===== config.mk =====
export PLATFORM = sky130hd
export DESIGN_NAME = ins_ram
export DESIGN_NICKNAME = d
export VERILOG_FILES = /design/src/rtl/ins_ram_pkg.sv /design/src/rtl/ins_ram.sv
export SDC_FILE = /design/constraint.sdc
export NUM_CORES = 2
export LEC_CHECK = 0
export BUFFER_PORTS_ARGS = -buffer_cell sky130_fd_sc_hd__buf_2
export CAP_MARGIN = 20
export CELL_PAD_IN_SITES_DETAIL_PLACEMENT = 2
export CELL_PAD_IN_SITES_GLOBAL_PLACEMENT = 2
export CORE_UTILIZATION = 46
export DETAILED_ROUTE_END_ITERATION = 10
export PLACE_DENSITY_LB_ADDON = 0.1
export REMOVE_ABC_BUFFERS = 1
export SYNTH_ARGS = -nofsm -noshare
export SYNTH_HDL_FRONTEND = slang
export SYNTH_SLANG_ARGS = --single-unit

===== constraint.sdc =====
create_clock -name clk -period 2.6 [get_ports clk]
set_input_delay 0.52 -clock clk [delete_from_list [all_inputs] [get_ports clk]]
set_output_delay 0.52 -clock clk [all_outputs]
set_load 0.01 [all_outputs]

===== src/rtl/ins_ram_pkg.sv =====
// Shared constants and types for the instruction memory.
//   INS_W / ADDR_W : instruction and word-address widths
//   NOP_INS        : word returned for out-of-range fetches
//   CNT_W          : width of the wait counter (LATENCY <= 15)
//   ram_state_e    : fetch FSM states
package ins_ram_pkg;

  localparam int unsigned INS_W  = 16;
  localparam int unsigned ADDR_W = 16;
  localparam int unsigned CNT_W  = 4;

  localparam logic [INS_W-1:0] NOP_INS = 16'h0000;

  typedef enum logic [0:0] {
    ST_IDLE = 1'b0,
    ST_WAIT = 1'b1
  } ram_state_e;

  // Full-width comparison, no aliasing of high address bits.
  function automatic logic addr_in_range(input logic [ADDR_W-1:0] a,
                                         input int unsigned depth);
    return 32'(a) < depth;
  endfunction

endpackage


===== src/rtl/ins_ram.sv =====
// Word-addressed instruction memory with a fixed fetch latency.
//   clk, rst            : clock, synchronous active-high reset
//   en_ram_in, addr     : fetch request and word address
//   load_en/addr/data   : preload write port (active in any state, ignores rst)
//   ins                 : fetched word, held until the next completion
//   en_ram_out          : one-cycle completion strobe
//   busy                : a fetch is outstanding
//   addr_err            : completed fetch was out of range (with en_ram_out)
module ins_ram
  import ins_ram_pkg::*;
#(
  parameter int unsigned DEPTH   = 256,
  parameter int unsigned LATENCY = 2
) (
  input  logic              clk,
  input  logic              rst,
  input  logic              en_ram_in,
  input  logic [ADDR_W-1:0] addr,
  input  logic              load_en,
  input  logic [ADDR_W-1:0] load_addr,
  input  logic [INS_W-1:0]  load_data,
  output logic [INS_W-1:0]  ins,
  output logic              en_ram_out,
  output logic              busy,
  output logic              addr_err
);

  localparam int unsigned      IDX_W    = (DEPTH > 1) ? $clog2(DEPTH) : 1;
  localparam logic [CNT_W-1:0] CNT_LOAD = CNT_W'(LATENCY - 1);

  if (LATENCY < 1 || LATENCY > 15) begin : g_bad_latency
    $error("ins_ram: LATENCY must be in 1..15");
  end

  logic [INS_W-1:0] mem [DEPTH];

  ram_state_e        state_q, state_d;
  logic [CNT_W-1:0]  cnt_q,   cnt_d;
  logic [ADDR_W-1:0] addr_q,  addr_d;
  logic [INS_W-1:0]  data_q,  data_d;
  logic [INS_W-1:0]  ins_q,   ins_d;
  logic              out_q,   out_d;
  logic              busy_q,  busy_d;
  logic              err_q,   err_d;

  logic              accept;
  logic              fetch_ok;
  logic [INS_W-1:0]  rd_word;

  // Read is taken from the array before any same-edge load lands, so a
  // colliding load is only seen by later fetches.
  always_comb begin
    fetch_ok = addr_in_range(addr, DEPTH);
    rd_word  = fetch_ok ? mem[addr[IDX_W-1:0]] : NOP_INS;
    // The completion cycle is already ST_IDLE, which gives back-to-back accepts.
    accept   = en_ram_in && (state_q == ST_IDLE);
  end

  always_comb begin
    state_d = state_q;
    cnt_d   = cnt_q;
    addr_d  = addr_q;
    data_d  = data_q;
    ins_d   = ins_q;
    busy_d  = busy_q;
    out_d   = 1'b0;
    err_d   = 1'b0;

    if (state_q == ST_WAIT) begin
      if (cnt_q == CNT_W'(1)) begin
        state_d = ST_IDLE;
        cnt_d   = '0;
        ins_d   = data_q;
        out_d   = 1'b1;
        err_d   = !addr_in_range(addr_q, DEPTH);
        busy_d  = 1'b0;
      end else begin
        cnt_d = cnt_q - CNT_W'(1);
      end
    end

    if (accept) begin
      addr_d = addr;
      data_d = rd_word;
      if (LATENCY == 1) begin
        // Acceptance edge is also the completion edge.
        ins_d  = rd_word;
        out_d  = 1'b1;
        err_d  = !fetch_ok;
        busy_d = 1'b0;
        cnt_d  = '0;
      end else begin
        state_d = ST_WAIT;
        cnt_d   = CNT_LOAD;
        busy_d  = 1'b1;
      end
    end
  end

  always_ff @(posedge clk) begin
    if (rst) begin
      state_q <= ST_IDLE;
      cnt_q   <= '0;
      addr_q  <= '0;
      data_q  <= NOP_INS;
      ins_q   <= NOP_INS;
      out_q   <= 1'b0;
      busy_q  <= 1'b0;
      err_q   <= 1'b0;
    end else begin
      state_q <= state_d;
      cnt_q   <= cnt_d;
      addr_q  <= addr_d;
      data_q  <= data_d;
      ins_q   <= ins_d;
      out_q   <= out_d;
      busy_q  <= busy_d;
      err_q   <= err_d;
    end
  end

  // Array is deliberately outside reset so preloaded code survives it.
  always_ff @(posedge clk) begin
    if (load_en && addr_in_range(load_addr, DEPTH)) begin
      mem[load_addr[IDX_W-1:0]] <= load_data;
    end
  end

  assign ins        = ins_q;
  assign en_ram_out = out_q;
  assign busy       = busy_q;
  assign addr_err   = err_q;

endmodule

==> metrics.txt <==
most used cell along the critical path buf_4; max incr delay on CP around 0.53 ns; Die Span X 594 um; Final ANT Viol Nets 0; I/O pins 71; FF/Latch Area 0.124 sq mm; global-route usage over all layers 34.8%; total of max-cap violations 0; core region area 0.347 sq mm; CTS tree built; Fill cells around 29k; vias in the first global route 100k; relative slew slack 26.7%; first-pass GRT wire length 850 mm; share of cells above drive strength 1 32.1%; commonest cells after routing, fill and taps aside edfxtp_1, buf_4, mux4_2; Worst-path clk slew 0.07 ns; worst slew pin tran 1.09 ns; RSZ-0062 raised after global routing yes; Layout area overhead 21.8%; Sum Neg Setup Slack -1.25 ns; Final Cycle Share 113%; post-synthesis cell count 7874; failing checks negative setup slack; share of the synthesized area in the top cell type around 76%; clk_skew between 0.05 and 0.06 ns; Hold WC Path Type in -> reg; Clk pwr share 43.5%; crit path DAT 3.88 ns; Comb power frac 6.4%; Vias 93.5k; Fmax ~340 MHz; Internal 113 mW; TritonCTS Buffers 436; Sw Share a little under a quarter; initial antenna violation count 35; Final WS setup -0.327 ns; clock sinks 4144; number of synthesized flops with an enable pin 4096; Die Ht around 590 um; area leader, netlist edfxtp_1; placed cells 13.6k; unique cell type count in the Yosys netlist 83; synthesized area per cell 20.5 sq um; Synth Area in Compound Gates 4.06%; largest net degree at the start of global routing 116; DR DRC count 0; CP max stage cell nor3_1; Initial Util 46.4%; P per Cell Area between 700 and 800 mW/mm^2; Longest Clk Path Bufs 4; routability cong. between 0.8 and 0.9; most common cell after layout, fill and taps aside edfxtp_1; Clock H-tree levels 5; synthesis warning total 0; crit-path cells clkbuf_8, buf_4, inv_6, buf_12, buf_4, a2111oi_2, buf_4, nor3_1, nand4_1, o41ai_4, buf_4, a22o_1; worst vdd ir about 650 uV; vias per cell 6.48; Top FF cell, synth edfxtp_1; Synth async-reset ratio 0%; critical path class in -> reg; Synth area leaders edfxtp_1, mux4_2, mux2i_1; Non-Filler Instances ~14k; Core Util, Final 56.5%; sw power 33.8 mW; GR Overflow Total 0; simple-gate area share of the yosys netlist 2.51%; P_leak 65.4 nW; Req. time, crit path approximately 3.6 ns; Die ar. 0.353 sq mm; Mapped Area 0.161 sq mm; root buffer cell clkbuf_16; mux cell area share after synthesis 14.4%; xor/xnor share of the synthesized area 0.0109%; post-synthesis register bit count 4144; critical path launch point type primary input; final wirelength ~620 mm; PortBufs 70; Clock Latency Late Sink 1.02 ns; largest family of logic cells by synthesized area multiplexers; min cycle time layout 2.93 ns; outcome complete, but fails checks; Final HPWL DP 396 mm; CP Max Fanout 20; Worst setup EP type flip-flop; Multi-input gate area about 0.035 sq mm; num rows 216; register area share after synthesis 76.9%; Slew Limit Fails 0; Reg power frac between 50% and 60%; final net count approximately 9.5k; drt first-iter violations 11.0k; Adder-Cell Fraction of Synth Area less than 1%; drt wl/cell 43.0 um; DRT Pass-1 Iters 5; setup violators final 11; Fin Hold WS about 0.053 ns; endpoints failing hold 0
-- cells in the mapped netlist (all sizes together) (8+ instances only) --
master / number
nor2: 366
a21oi: 181
nand3: 51
and2: 14
nor3: 69
buf: 296
a41oi: 10
a221o: 9
nand2b: 10
o21ai: 75
a22oi: 34
a2111oi: 21
clkbuf: 179
a311oi: 9
mux2i: 688
o211ai: 14
o41ai: 10
dfxtp: 48
or3: 11
edfxtp: 4096
o221ai: 199
o32ai: 8
nor4: 52
a22o: 13
o22ai: 186
a31oi: 54
mux4: 710
nor2b: 37
a211oi: 46
and3: 15
a221oi: 15
nand4: 12
mux2: 27
nand2: 212
o21a: 8
-- routing by layer --
metal	up-vias	track usage [%]	wire length (um)
li1	36264	-	-
met1	51167	43.4	229000
met2	4770	58.8	309000
met3	1259	5.53	43700
met4	12	18.7	38000
met5	-	0	77
-- timing repair --
action / 4_1_cts / 5_1_grt
buffers inserted: 2 / 4
gates cloned: 1 / 2
resized for setup: 130 / 46
pin swaps: 12 / 15
hold buffers: 20 / 0
endpoints found under the hold margin: 264 / 0
setup endpoints to repair: 16 / 14
-- path summary, 6_finish.rpt --
check / from / endpoint / slack, ns / cells past startpoint
max: addr[2] / data_q[14] / -0.33 / 12
min: load_data[8] / mem[64][8] / 0.05 / 1
max reg2reg: mem[65][14] / data_q[14] / -0.12 / 10
min reg2reg: addr_q[9] / addr_q[9] / 0.48 / 2
-- critical path: cells and delay by family --
family	cells	cell delay, ns
buf+inv	7	1.70
simple gates	2	0.83
compound gates	3	0.72
-- logic make-up (layout without fill, tap and decap cells) --
family          after synthesis  in the layout
buf+inv                     484           2447
compound gates              930            930
simple gates                887            887
fa+ha+maj                     2              2
other cells                   0             17
flops                      4144           4144
mux                        1425           1425
xor+xnor                      2              2
-- area by class of cell --
| class | count | area share, % |
|---|---|---|
| Sequential cell | 4144 | 63.2 |
| Tap cell | 4578 | 2.92 |
| Clock buffer | 532 | 5.87 |
| Antenna cell | 17 | 0.0217 |
| Clock inverter | 264 | 1.30 |
| Multi-Input combinational cell | 3246 | 17.8 |
| Inverter | 7 | 0.0210 |
| Timing Repair Buffer | 1644 | 8.86 |
-- registers in the layout, indices dropped and copies added, names as in the netlist --
| name | count |
|---|---|
| addr_q | 8 |
| data_q | 16 |
| ins | 16 |
| cnt_q | 4 |
| state_q | 1 |
| addr_err | 1 |
| mem | 4096 |
| en_ram_out | 1 |
| busy | 1 |
-- through the flow --
stage	setup WS [ns]	power [mW]	cell area [sq um]
3_3_place_gp	-2.02	83.3	181000
2_1_floorplan	-3.37	77.3	158000
3_5_place_dp	-2.11	83.7	181000
6_report	-0.327	147	196000
4_1_cts	-0.0500	147	196000
5_1_grt	-0.178	149	196000
-- power groups by stage --
stage	registers (mW)	logic [mW]	clock network [mW]
finish	73.4	9.42	63.7
detailed placement	74.8	8.92	0
global placement	74.8	8.52	0
CTS	73.4	9.23	64.3
floorplan	74.8	2.53	0
global route	73.3	9.54	66.2
Power figures use the tool's default switching activity.
